--- src/rtl/irq_pkg.sv ---
`default_nettype none
// ============================================================================
// Module      : irq_pkg
// Description : Shared types and constants for the vectored interrupt
//               controller (controller state encoding, datapath width).
// Revision    : 1.0 - initial release
// ============================================================================
package irq_pkg;

  localparam int XLEN = 32;

  typedef enum logic [1:0] {
    IRQ_IDLE    = 2'd0,
    IRQ_REQ     = 2'd1,
    IRQ_SERVICE = 2'd2
  } irq_state_t;

endpackage : irq_pkg
`default_nettype wire

--- src/rtl/irq_sync.sv ---
`default_nettype none
// ============================================================================
// Module      : irq_sync
// Description : Single-bit synchroniser chain for one asynchronous interrupt
//               source.
// Ports       : clk   - clock
//               rst_n - asynchronous reset, active-low
//               d_i   - raw asynchronous input
//               q_o   - synchronised output (STAGES flops of latency)
// Revision    : 1.0 - initial release
// ============================================================================
module irq_sync #(
  parameter int STAGES = 2
) (
  input  logic clk,
  input  logic rst_n,
  input  logic d_i,
  output logic q_o
);

  logic [STAGES-1:0] chain_q;

  always_ff @(posedge clk or negedge rst_n) begin
    if (!rst_n) begin
      chain_q <= '0;
    end else begin
      chain_q <= {chain_q[STAGES-2:0], d_i};
    end
  end

  assign q_o = chain_q[STAGES-1];

endmodule : irq_sync
`default_nettype wire

--- src/rtl/irq_vec_ctrl.sv ---
`default_nettype none
// ============================================================================
// Module      : irq_vec_ctrl
// Description : N-channel vectored interrupt controller. Synchronises raw
//               sources, latches pending per channel (edge or level mode),
//               masks, picks the lowest-index eligible channel and requests a
//               fetch redirect via a req/take handshake. Holds the return PC.
// Ports       : clk        - clock
//               rst        - asynchronous reset, active-low
//               irq_in     - raw asynchronous interrupt sources
//               irq_mask   - per-channel enable (1 = enabled)
//               global_en  - allows new requests to be raised
//               take       - fetch accepted the redirect this cycle
//               epc_in     - PC of interrupted instruction, valid with take
//               mret       - handler return
//               irq_req    - redirect request
//               irq_addr   - handler vector, valid while irq_req
//               irq_id     - served channel
//               in_service - handler executing
//               epc_out    - saved return PC
//               pending    - pending register (debug)
// Revision    : 1.0 - initial release
// ============================================================================
module irq_vec_ctrl
  import irq_pkg::*;
#(
  parameter int               N_IRQ       = 4,
  parameter int               SYNC_STAGES = 2,
  parameter logic [N_IRQ-1:0] EDGE_MASK   = {N_IRQ{1'b1}},
  parameter logic [XLEN-1:0]  BASE_ADDR   = 32'h0000_0100,
  parameter int               VEC_STRIDE  = 4,
  localparam int              IDW         = (N_IRQ > 1) ? $clog2(N_IRQ) : 1
) (
  input  logic             clk,
  input  logic             rst,
  input  logic [N_IRQ-1:0] irq_in,
  input  logic [N_IRQ-1:0] irq_mask,
  input  logic             global_en,
  input  logic             take,
  input  logic [XLEN-1:0]  epc_in,
  input  logic             mret,
  output logic             irq_req,
  output logic [XLEN-1:0]  irq_addr,
  output logic [IDW-1:0]   irq_id,
  output logic             in_service,
  output logic [XLEN-1:0]  epc_out,
  output logic [N_IRQ-1:0] pending
);

  logic [N_IRQ-1:0] sync_s;
  logic [N_IRQ-1:0] sync_s_d_q;
  logic [N_IRQ-1:0] pending_q, pending_d;
  logic [N_IRQ-1:0] eligible;
  logic [IDW-1:0]   winner;
  logic             take_ok;

  irq_state_t       state_q, state_d;
  logic [IDW-1:0]   id_q, id_d;
  logic [XLEN-1:0]  addr_q, addr_d;
  logic [XLEN-1:0]  epc_q, epc_d;

  generate
    for (genvar g = 0; g < N_IRQ; g++) begin : g_sync
      irq_sync #(
        .STAGES (SYNC_STAGES)
      ) u_sync (
        .clk   (clk),
        .rst_n (rst),
        .d_i   (irq_in[g]),
        .q_o   (sync_s[g])
      );
    end
  endgenerate

  // Lowest set index wins; scanning downward lets lower indices overwrite.
  function automatic logic [IDW-1:0] prio_enc(input logic [N_IRQ-1:0] vec);
    logic [IDW-1:0] idx;
    idx = '0;
    for (int i = N_IRQ - 1; i >= 0; i--) begin
      if (vec[i]) idx = IDW'(i);
    end
    return idx;
  endfunction

  assign eligible = pending_q & irq_mask;
  assign winner   = prio_enc(eligible);
  // A take only counts while a request is actually outstanding.
  assign take_ok  = take && (state_q == IRQ_REQ);

  always_comb begin
    pending_d = pending_q;
    for (int i = 0; i < N_IRQ; i++) begin
      if (EDGE_MASK[i]) begin
        if (take_ok && (id_q == IDW'(i))) pending_d[i] = 1'b0;
        // Applied after the clear so a fresh edge in the take cycle survives.
        if (sync_s[i] && !sync_s_d_q[i]) pending_d[i] = 1'b1;
      end else begin
        pending_d[i] = sync_s[i];
      end
    end
  end

  always_comb begin
    state_d = state_q;
    id_d    = id_q;
    addr_d  = addr_q;
    epc_d   = epc_q;
    case (state_q)
      IRQ_IDLE: begin
        if (global_en && (|eligible)) begin
          state_d = IRQ_REQ;
          id_d    = winner;
          addr_d  = BASE_ADDR + (XLEN'(winner) * XLEN'(VEC_STRIDE));
        end
      end
      IRQ_REQ: begin
        // id/addr stay frozen; only take or loss of the served channel exit.
        if (take) begin
          state_d = IRQ_SERVICE;
          epc_d   = epc_in;
        end else if (!eligible[id_q]) begin
          state_d = IRQ_IDLE;
        end
      end
      IRQ_SERVICE: begin
        if (mret) state_d = IRQ_IDLE;
      end
      default: state_d = IRQ_IDLE;
    endcase
  end

  always_ff @(posedge clk or negedge rst) begin
    if (!rst) begin
      state_q    <= IRQ_IDLE;
      id_q       <= '0;
      addr_q     <= '0;
      epc_q      <= '0;
      pending_q  <= '0;
      sync_s_d_q <= '0;
    end else begin
      state_q    <= state_d;
      id_q       <= id_d;
      addr_q     <= addr_d;
      epc_q      <= epc_d;
      pending_q  <= pending_d;
      sync_s_d_q <= sync_s;
    end
  end

  assign irq_req    = (state_q == IRQ_REQ);
  assign in_service = (state_q == IRQ_SERVICE);
  assign irq_id     = id_q;
  assign irq_addr   = addr_q;
  assign epc_out    = epc_q;
  assign pending    = pending_q;

endmodule : irq_vec_ctrl
`default_nettype wire

--- config.mk ---
export PLATFORM = sky130hd
export DESIGN_NAME = irq_vec_ctrl
export DESIGN_NICKNAME = d
export VERILOG_FILES = /design/src/rtl/irq_pkg.sv /design/src/rtl/irq_sync.sv /design/src/rtl/irq_vec_ctrl.sv
export SDC_FILE = /design/constraint.sdc
export NUM_CORES = 1
export LEC_CHECK = 0
export ABC_AREA = 0
export BUFFER_PORTS_ARGS = -buffer_cell sky130_fd_sc_hd__buf_2
export CORE_UTILIZATION = 44
export CTS_CLUSTER_SIZE = 8
export DETAILED_ROUTE_END_ITERATION = 6
export HOLD_SLACK_MARGIN = 0.02
export PLACE_DENSITY_LB_ADDON = 0.05
export SETUP_SLACK_MARGIN = 0.1
export SLEW_MARGIN = 5
export SYNTH_ARGS = -nofsm -noshare
export SYNTH_HDL_FRONTEND = slang
export SYNTH_SLANG_ARGS = --single-unit
--- constraint.sdc ---
create_clock -name clk -period 1.9 [get_ports clk]
set_clock_uncertainty 0.1 [all_clocks]
set_input_delay 0.19 -clock clk [delete_from_list [all_inputs] [get_ports clk]]
set_output_delay 0.19 -clock clk [all_outputs]
set_load 0.05 [all_outputs]
=== Word level (Yosys, flattened, before mapping) ===
Cells that the tools add are included.

* Register bits: 84
* Input bits: 45
* Output and inout port bits: 72
* Logic and storage cells: 67

* Add/sub/neg operators: 1
* Order comparisons: 1
* Equal/unequal tests: 8
* Muxes and demuxes: 19
* Bitwise operators: 1
* Reductions and logical operators: 24

{| class="wikitable"
|+ Operator list
! operator !! count
|-
| $mux W2 || 8
|-
| $add A9 B4 Y10 const A || 1
|-
| $logic_and A1 B1 Y1 || 10
|-
| $mux W1 || 9
|-
| $reduce_bool A2 Y1 || 4
|-
| $eq A2 B2 Y1 const B || 3
|-
| $pmux W2 S3 || 1
|-
| $and A4 B4 Y4 || 1
|-
| $eq A2 B1 Y1 const B || 2
|-
| $logic_not A1 Y1 || 4
|-
| $logic_not A2 Y1 || 2
|-
| $ne A2 B2 Y1 const B || 2
|-
| $reduce_and A2 Y1 || 2
|-
| $reduce_or A4 Y1 || 1
|-
| $lt A2 B3 Y1 const B || 1
|-
| $ne A3 B3 Y1 const B || 1
|-
| $reduce_and A3 Y1 || 1
|-
| $bmux W1 S2 || 1
|}

=== Longest topological paths before layout ===
Gate-level depths: netlist of the first run.

* Depth in word-level cells: 6
* Gate-level depth with buffers: 5
* Mapped depth without buffers: 4

=== Hierarchy ===
A second synthesis of the first run with hierarchy kept.

* Cells, all modules: 225
* Area total of the unflattened synthesis: 2219.6 µm²

{| class="wikitable"
|+ By module, submodules not included
! module !! times used !! cells an instance !! area an instance (µm²) !! seq. area each (µm²)
|-
| irq_vec_ctrl || 1 || 217 || 2019.4 || 1126.1
|-
| irq_sync || 4 || 2 || 50.0 || 50.0
|}

=== Worst setup path after synthesis of the first run ===
Ideal clock, no wire load.

* Path type: reg-to-reg
* Start point: register state_q[1]
* End point: register epc_q[10], in the netlist epc_out[10]
* Library setup time: 118 ps
* Arrival: 1798 ps
* Required time: 1682 ps
* Setup slack: -116 ps
* Stages on the path, launching flop included: 6
* Path buffers: 1
* Period minus slack after synthesis: 2016 ps
* Cell sequence: dfrtp_1 > nor2b_1 > nand2_1 > clkbuf_1 > nand2_1 > nand2_1

* Cells in the longest elaborated chain, start to end: 2

{| class="wikitable"
|+ Ends and longest elaborated chain
! what !! RTL line !! source
|-
| from (decl) || irq_vec_ctrl.sv:57 || <nowiki>irq_state_t state_q, state_d;</nowiki>
|-
| from (signal assigned) || irq_vec_ctrl.sv:141 || <nowiki>state_q <= state_d;</nowiki>
|-
| $eq A2 B1 Y1 || -- ||
|-
| via irq_req || irq_vec_ctrl.sv:42 || <nowiki>output logic irq_req,</nowiki>
|-
| $reduce_and A2 Y1 (no source line) || -- ||
|-
| to (signal assigned) || irq_vec_ctrl.sv:144 || <nowiki>epc_q <= epc_d;</nowiki>
|-
| to (decl) || irq_vec_ctrl.sv:60 || <nowiki>logic [XLEN-1:0] epc_q, epc_d;</nowiki>
|}

The timed path passes the listed nets, and every way through them passes these cells.
A chain may end at the register's enable or synchronous reset.

=== Worst setup path after layout of the first run ===
* Start point: register state_q[1]
* End point: register id_q[0], in the netlist irq_id[0]

* Cells in the longest elaborated chain, start to end: 2

{| class="wikitable"
|+ Ends and longest elaborated chain
! what !! RTL line !! source
|-
| $logic_not A2 Y1 || irq_vec_ctrl.sv:108 || <nowiki>case (state_q)</nowiki>
|-
| $reduce_and A2 Y1 (no source line) || -- ||
|-
| to (signal assigned) || irq_vec_ctrl.sv:142 || <nowiki>id_q <= id_d;</nowiki>
|-
| to (decl) || irq_vec_ctrl.sv:58 || <nowiki>logic [IDW-1:0] id_q, id_d;</nowiki>
|}

No other way between the ends.

==> metrics.csv, run 1 <==
metric,value,unit
cp-start-kind,register,
endpoint_kind,register,
io_pins,117,
seq_area_frac_synth,60.78,%
gr-usage-met3,5.139,%
ys_seq_elements,53,
ys_top_cells_by_area,"dfrtp_1, nand2_1, buf_4",
rsz0062_at_grt,false,
place_area,0.002591,mm²
wirelength,4.528,mm
io_buffers,87,
antenna_found_initial,0,
syn_inst,225,
grt_pass1_wl,7.334,mm
tritoncts,done,
gp_congestion,0.7632,
netlist_area,0.002182,mm²
n_antenna_cell,0,
ys.flop_type,dfrtp_1,
synth_top_area_share,60.78,%
overflow,0,
clk_pin_slew_worst_paths,0.09,ns
yosys_warnings,0,
status,"complete, no violations",
async_flop_share,100.0,%
dp_hpwl,3.024,mm
vdd_ir_drop_max,1.129,mV
cts_buffers,5,
drc,0,
dieArea,0.005245,mm²
rows,25,
nFillCells,431,
die_y,72.42,µm
use_met1,21.55,%
yosysMostFrequentCell,nand2_1,
max-cap-violations,0,
place_ws,0.4087,ns
finalSetupViolations,0,
power.density,1708,mW/mm²
first_pass_iters,4,
clockBufferDepth,2,
cp.required,1.99,ns
holdWs,0.05157,ns
synth_area_per_cell,9.698,µm²
coreArea,0.004755,mm²
drv_slew,0,
wl_per_cell,10.81,µm
timing.fmax,657.6,MHz
cts_setup_buffers,0,
track_usage,18.32,%
setup_ws,0.3792,ns
critPathKind,reg2reg,
root_buffer,clkbuf_8,
grt_max_degree,21,
grt_pass1_vias,1680,
synth_edf_count,0,
htreeDepth,2,
layout_min_cycle_time,1.521,ns
busiest_layer,met2,
drive_gt1_share,29.26,%
drt-initial-drc-count,80,
antenna_left,0,
leakage,1.708,nW
cp_max_fo,4,
finalCritPeriodShare,80.04,%
synth.distinct_cells,23,
design_area,0.003048,mm²
hold_violations,0,
cts_resized,0,
yosys.area.top_type,dfrtp_1,
vias,1777,
start_util,45.89,%
cp.arrival,1.61,ns
worstSkewPairLatency,0.30,ns
met2_usage,32.29,%
min_path_type,in2reg,
fin_nets,397,
yosys-top-cells-count,"nand2_1, dfrtp_1, buf_4",
fp.dieW,72.42,µm
setup_tns,0,ns
cts.sinks,53,
viasPerCell,4.241,
power.total,0.005207,W
syn_to_final_growth,39.68,%
-- final timing paths --
kind / start / end / slack (ns) / cells past startpoint
worst max-delay path: state_q[1] / irq_id[0] / 0.38 / 3
worst min-delay path: mret / state_q[1] / 0.05 / 3
worst max register to register: state_q[1] / irq_id[0] / 0.38 / 3
worst min register to register: g_sync[0].u_sync.chain_q[0] / g_sync[0].u_sync.chain_q[1] / 0.25 / 0
max in group asynchronous: rst / epc_out[9] / 0.86 / 3
min in group asynchronous: rst / epc_out[3] / 0.25 / 2
-- through the flow --
step	utilization, %	cells
after floorplan	-	253
after global placement	54.50	375
after detailed placement	54.50	375
after CTS	64.11	419
after global routing	64.11	419
final	64.11	419
-- state kept, by name (all words and copies together), names as in the netlist --
register               cells
epc_out                   32
irq_addr                   2
irq_id                     1
sync_s_d_q                 4
state_q                    2
g_sync.u_sync.chain_q      8
pending                    4
-- placed cells by master, fill, tap and decap left out, types with 2 or more instances in the layout --
master / count
buf_4: 6
nand2_1: 103
o31ai_1: 2
inv_1: 5
conb_1: 29
clkbuf_8: 6
a21oi_1: 2
nand3_1: 3
buf_2: 87
dlygate4sd3_1: 37
or2_1: 2
dfrtp_1: 53
o21ai_1: 3
nor3b_1: 2
-- routing by layer --
layer | vias to the layer above | wire, µm
met5 | - | 0
met4 | 0 | 36
met3 | 4 | 257
met2 | 71 | 2360
met1 | 819 | 1874
li1 | 883 | -
-- timing repair --
action	CTS	global route
hold buffers	37	0
endpoints found under the hold margin	54	0
setup endpoints to repair	0	0
-- layout make-up --
| class | instances | area [µm²] | area share [%] |
|---|---|---|---|
| Clock buffer | 7 | 86.33 | 2.833 |
| Tap cell | 67 | 83.83 | 2.750 |
| Inverter | 6 | 22.52 | 0.7389 |
| Multi-Input combinational cell | 156 | 678.2 | 22.25 |
| Sequential cell | 53 | 1326 | 43.51 |
| Timing Repair Buffer | 130 | 850.8 | 27.91 |
-- power breakdown --
| group | internal [W] | switching (W) | leakage (nW) | total, W |
|---|---|---|---|---|
| combinational | 0.000649 | 0.00217 | 1.03 | 0.00282 |
| sequential | 0.00153 | 0.000236 | 0.635 | 0.00176 |
| clock | 0.000290 | 0.000337 | 0.0443 | 0.000627 |
| total | 0.00246 | 0.00274 | 1.71 | 0.00521 |
-- cell families after synthesis --
| kind of cell | Yosys count | synth area share, % |
|---|---|---|
| compound gates | 11 | 3.268 |
| buf+inv | 44 | 13.07 |
| flops | 53 | 60.78 |
| mux | 2 | 1.548 |
| other cells | 1 | 0.1719 |
| simple gates | 114 | 21.16 |
-- critical path: stages, from the launching register on --
cell and delay, ns:
dfrtp_1 0.42, nor3b_1 0.35, o21a_1 0.22, mux2_1 0.33
Power figures use the tool's default switching activity.
==> run 2, diff against run 1 <==
- clock period: 1.9 -> 1.6 ns (I/O delays scaled with it)
==> metrics.csv, run 2 (synthesis gave the netlist of run 1 again) <==
metric,value,unit,change
viasPerCell,4.275,,+0.80%
cp_slowest_cell,dfrtp_1,,
wirelength,4.596,mm,+1.5%
cp.required,1.69,ns,-0.30 ns
cp_cell_sequence,nor3b_1 -> o21a_1 -> mux2_1,,
grt_max_degree,54,,+160%
ff2ff_setup_slack,0.12,ns,-0.26 ns
rr_endpoint,irq_id[0],,
coreArea,0.004755,mm²,unchanged
wl_per_cell,10.89,µm,+0.78%
worstSkewPairLatency,0.30,ns,about the same
slowest_delay,0.43,ns,about the same
rr_worst_depth,3,,unchanged
htreeDepth,2,,unchanged
root_buffer,clkbuf_8,,
track_usage,19.65,%,+1.3 points
fin_nets,399,,+0.50%
dieArea,0.005245,mm²,unchanged
first_pass_iters,4,,unchanged
start_util,45.89,%,unchanged
grt_pass1_wl,7.755,mm,+5.7%
vias,1804,,+1.5%
final_common_cell,nand2_1,,
max-cap-violations,0,,unchanged
io_buffers,87,,unchanged
cp_max_fo,4,,unchanged
io_pins,117,,unchanged
min_path_cells,4,,+1
clk_pin_slew_worst_paths,0.09,ns,about the same
overflow,0,,unchanged
final_cell_mix,"nand2_1, buf_2, dfrtp_1, dlygate4sd3_1, conb_1",,
met2_usage,34.68,%,+2.4 points
vdd_ir_drop_max,1.099,mV,-2.7%
syn_to_final_growth,41.74,%,
rr_startpoint,state_q[1],,
antenna_left,0,,unchanged
hold_path_startpoint,irq_mask[1],,
critPathKind,reg2reg,,
drive_gt1_share,30.70,%,+1.4 points
grt_pass1_vias,1795,,+6.8%
drt-initial-drc-count,87,,+8.8%
gp_congestion,0.8055,,+5.5%
largest_reg_flops,32,,unchanged
tritoncts,done,,
setup_ws,0.1176,ns,-0.2616 ns
hold_violations,0,,unchanged
finalSetupViolations,0,,unchanged
die_y,72.42,µm,unchanged
gr-usage-met3,4.306,%,-0.83 points
layout_min_cycle_time,1.482,ns,-0.03836 ns
holdWs,0.07779,ns,+0.02623 ns
cts_buffers,5,,unchanged
power.total,0.006249,W,+20%
status,"complete, no violations",,
fp.dieW,72.42,µm,unchanged
setup_tns,0,ns,unchanged
cp-start-kind,register,,
cp.arrival,1.58,ns,-0.03 ns
leakage,1.718,nW,+0.61%
dp_hpwl,2.991,mm,-1.1%
cts.sinks,53,,unchanged
use_met1,22.36,%,+0.80 points
endpoint_kind,register,,
timing.fmax,674.6,MHz,+2.6%
cp-startpoint,state_q[1],,
busiest_layer,met2,,
clockBufferDepth,2,,unchanged
finalCritPeriodShare,92.65,%,+13 points
n_antenna_cell,0,,unchanged
drc,0,,unchanged
antenna_found_initial,0,,unchanged
min_to,irq_addr[3],,
min_path_type,in2reg,,
drv_slew,0,,unchanged
rsz0062_at_grt,true,,
place_ws,0.1088,ns,-0.2999 ns
rows,25,,unchanged
nFillCells,443,,+2.8%
power.density,2020,mW/mm²,+18%
## run 2: worst max-delay path by stage
stage | to | slack (ns) | cells after the start
3_3_place_gp | state_q[0] | 0.18 | 4
6_report | irq_id[0] | 0.12 | 3
3_5_place_dp | state_q[0] | 0.11 | 4
2_1_floorplan | state_q[1] | 0.06 | 2
4_1_cts | irq_id[0] | 0.11 | 3
5_1_grt | irq_id[0] | 0.05 | 3
## run 2: layer usage
metal  vias up  routed length (µm)
met5         -                   0
met4         0                 105
met3         9                 263
met2        73                2425
met1       835                1802
li1        887                   -
## run 2: timing repair
| item | in CTS | in global routing |
|---|---|---|
| hold buffers | 38 | 0 |
| hold endpoints to repair | 90 | 0 |
| gates resized for setup | 0 | 3 |
| setup endpoints to repair | 1 | 3 |
| setup buffers | 1 | 0 |
## run 2: critical path, delay by kind of cell (launching register included)
| family | cells | cell delay (ns) |
|---|---|---|
| flops | 1 | 0.43 |
| mux | 1 | 0.33 |
| simple gates | 1 | 0.30 |
| compound gates | 1 | 0.21 |
## run 2: through the flow
stage               cell area (µm²)  instances  util [%]
global placement               2615        375     55.00
CTS                            3083        422     64.84
finish                         3093        422     65.05
global route                   3093        422     65.05
floorplan                      2301        253         -
detailed placement             2615        375     55.00
## run 2: final cells by class
type / count / area (µm²) / share of cell area, %
multi-input combinational: 156 / 688.2 / 22.25
inverter: 6 / 25.02 / 0.8091
sequential: 53 / 1333 / 43.08
clock buffer: 8 / 80.08 / 2.589
timing repair buffer: 132 / 883.3 / 28.56
tap: 67 / 83.83 / 2.710
## run 2: where the power goes
part           switching (W)  internal [W]  total, W
Combinational        0.00261      0.000821   0.00343
Sequential          0.000275       0.00182   0.00210
Clock               0.000407      0.000312  0.000719
==> run 3, diff against run 2 <==
--- a/config.mk
+++ b/config.mk
@@ -8,5 +8,5 @@
 export ABC_AREA = 0
 export BUFFER_PORTS_ARGS = -buffer_cell sky130_fd_sc_hd__buf_2
-export CORE_UTILIZATION = 44
+export CORE_UTILIZATION = 45
 export CTS_CLUSTER_SIZE = 8
 export DETAILED_ROUTE_END_ITERATION = 6
@@ -17,3 +17,4 @@
 export SYNTH_ARGS = -nofsm -noshare
 export SYNTH_HDL_FRONTEND = slang
+export SYNTH_HIERARCHICAL = 1
 export SYNTH_SLANG_ARGS = --single-unit
==> constraint.sdc (replaced) <==
create_clock -name clk -period 1.6 [get_ports clk]
set_clock_uncertainty 0.1 [all_clocks]
set_input_delay 0.08 -clock clk [delete_from_list [all_inputs] [get_ports clk]]
set_output_delay 0.08 -clock clk [all_outputs]
set_load 0.05 [all_outputs]
==> metrics.csv, run 3 <==
metric,value,unit,change
ff2ff_setup_slack,0.14,ns,+0.02 ns
overflow,0,,unchanged
endpoint_kind,register,,
met2_usage,33.23,%,-1.5 points
design_area,0.003146,mm²,+1.7%
yosys_warnings,6,,+6
synth_area_per_cell,9.865,µm²,+1.7%
cp_slowest_cell,dlygate4sd3_1,,
first_pass_iters,4,,unchanged
min_path_type,in2reg,,
yosys.area.top_type,dfrtp_1,,
gp_congestion,0.7839,,-2.7%
syn_to_final_growth,41.71,%,about the same
clk_pin_slew_worst_paths,0.09,ns,about the same
slowest_delay,0.57,ns,+0.14 ns
synth_edf_count,0,,unchanged
leakage,1.750,nW,+1.8%
cts_buffers,5,,unchanged
dp_hpwl,2.985,mm,-0.22%
drt-initial-drc-count,78,,-10%
cp.required,1.73,ns,+0.04 ns
final_cell_mix,"nand2_1, buf_2, dfrtp_1, dlygate4sd3_1, conb_1",,
ys.flop_type,dfrtp_1,,
final_common_cell,nand2_1,,
n_antenna_cell,0,,unchanged
drv_slew,0,,unchanged
layout_min_cycle_time,1.460,ns,-0.02257 ns
holdWs,0.08796,ns,+0.01016 ns
cp_cell_sequence,nand2_2 -> nand2_1 -> dlygate4sd3_1 -> a21oi_1,,
die_y,72.23,µm,-0.26%
vdd_ir_drop_max,1.170,mV,+6.5%
root_buffer,clkbuf_8,,
synth.distinct_cells,25,,+8.7%
synth_top_area_share,59.75,%,-1.0 points
use_met1,24.51,%,+2.2 points
dp.cells,374,,-0.27%
status,"complete, no violations",,
antenna_left,0,,unchanged
cp.arrival,1.59,ns,about the same
cts_setup_buffers,0,,-1
dieArea,0.005217,mm²,-0.52%
rows,25,,unchanged
cp_max_fo,3,,-1
ys_top_cells_by_area,"dfrtp_1, nand2_1, buf_4",,
clockBufferDepth,2,,unchanged
vias,1787,,-0.94%
wl_per_cell,11.22,µm,+3.0%
tritoncts,done,,
largest_reg_flops,32,,unchanged
coreArea,0.004723,mm²,-0.66%
grt_pass1_wl,7.948,mm,+2.5%
setup_tns,0,ns,unchanged
finalCritPeriodShare,91.24,%,-1.4 points
fin_nets,400,,+0.25%
track_usage,20.05,%,+0.40 points
finalSetupViolations,0,,unchanged
max-cap-violations,0,,unchanged
gr-usage-met3,4.861,%,+0.56 points
cp-start-kind,register,,
finalCoreUtilization,66.60,%,+1.5 points
rsz0062_at_grt,true,,
viasPerCell,4.225,,-1.2%
fp.dieW,72.23,µm,-0.26%
yosysMostFrequentCell,nand2_1,,
wirelength,4.744,mm,+3.2%
netlist_area,0.002220,mm²,+1.7%
io_buffers,87,,unchanged
start_util,46.99,%,+1.1 points
power.density,2015,mW/mm²,-0.26%
grt_pass1_vias,1767,,-1.6%
worstSkewPairLatency,0.30,ns,about the same
cts.sinks,53,,unchanged
critPathKind,reg2reg,,
ys_seq_elements,53,,unchanged
timing.fmax,685.0,MHz,+1.5%
yosys-top-cells-count,"nand2_1, dfrtp_1, buf_4",,
stdcell_count,423,,+0.24%
busiest_layer,met2,,
drc,0,,unchanged
seq_area_frac_synth,59.75,%,-1.0 points
grt_max_degree,27,,-50%
io_pins,117,,unchanged
hold_violations,0,,unchanged
antenna_found_initial,0,,unchanged
async_flop_share,100.0,%,unchanged
syn_inst,225,,unchanged
drive_gt1_share,32.30,%,+1.6 points
place_area,0.002626,mm²,+0.43%
htreeDepth,2,,unchanged
## run 3: cell types whose count changed after synthesis, moves of 2 or more
cell,delta
o21ai_1,-3
nor3b_1,-2
clkbuf_1,-4
or2_1,-2
buf_6,+3
o21ai_0,+3
## run 3: worst paths after layout
kind,depth (start not counted),start,to
setup / recovery,4,pending[0],irq_addr[3]
hold / removal,3,global_en,irq_addr[3]
setup reg to reg,4,pending[0],irq_addr[3]
hold reg to reg,0,g_sync[0].u_sync/chain_q[0],g_sync[0].u_sync/chain_q[1]
max in group asynchronous,3,rst,irq_id[0]
min in group asynchronous,2,rst,sync_s_d_q[1]
## run 3: area by class of cell
| class | count | area [µm²] |
|---|---|---|
| Multi-Input combinational cell | 156 | 694.4 |
| Clock inverter | 1 | 5.005 |
| Clock buffer | 7 | 96.34 |
| Tap cell | 67 | 83.83 |
| Inverter | 6 | 22.52 |
| Timing Repair Buffer | 133 | 910.9 |
| Sequential cell | 53 | 1333 |
| Fill cell | 393 | 1578 |
## run 3: power breakdown
| group | leakage, nW | internal [W] | switching, W | total [W] |
|---|---|---|---|---|
| sequential | 0.632 | 0.00182 | 0.000296 | 0.00212 |
| combinational | 1.06 | 0.000817 | 0.00260 | 0.00342 |
| clock | 0.0542 | 0.000392 | 0.000414 | 0.000806 |
## run 3: critical path, delay by kind of cell, from the launching register on
| family | cells | cell delay [ns] |
|---|---|---|
| simple gates | 2 | 0.17 |
| buf+inv | 1 | 0.57 |
| flops | 1 | 0.43 |
| compound gates | 1 | 0.13 |
## run 3: routing by layer
| metal | vias up | share of wire, % |
|---|---|---|
| met5 | - | 0 |
| met4 | 0 | 2.8 |
| met3 | 12 | 5.6 |
| met2 | 70 | 49 |
| met1 | 815 | 42 |
| li1 | 890 | - |
## run 3: repair_timing
item | 4_1_cts | 5_1_grt
gates resized for setup | 0 | 3
hold buffers | 41 | 0
setup endpoints to repair | 0 | 2
hold endpoints to repair | 82 | 0
## run 3: cells by family (layout without fill, tap and decap cells)
logic type             count (synthesis)  count (layout)  share of synthesized area [%]
other                                  1              29                         0.1689
and+or+nand+nor                      113             113                          20.80
muxes                                  2               2                          1.522
buffers and inverters                 44             147                          14.04
AOI/OAI and AO/OA                     12              12                          3.720
DFF                                   53              53                          59.75
## run 3: per-stage QoR
stage               total power, W  setup slack, ns
floorplan                 0.004798           0.1879
global placement          0.005430           0.2439
detailed placement        0.005467           0.2145
CTS                       0.006373           0.1138
global route              0.006738          0.09310
finish                    0.006339           0.1402
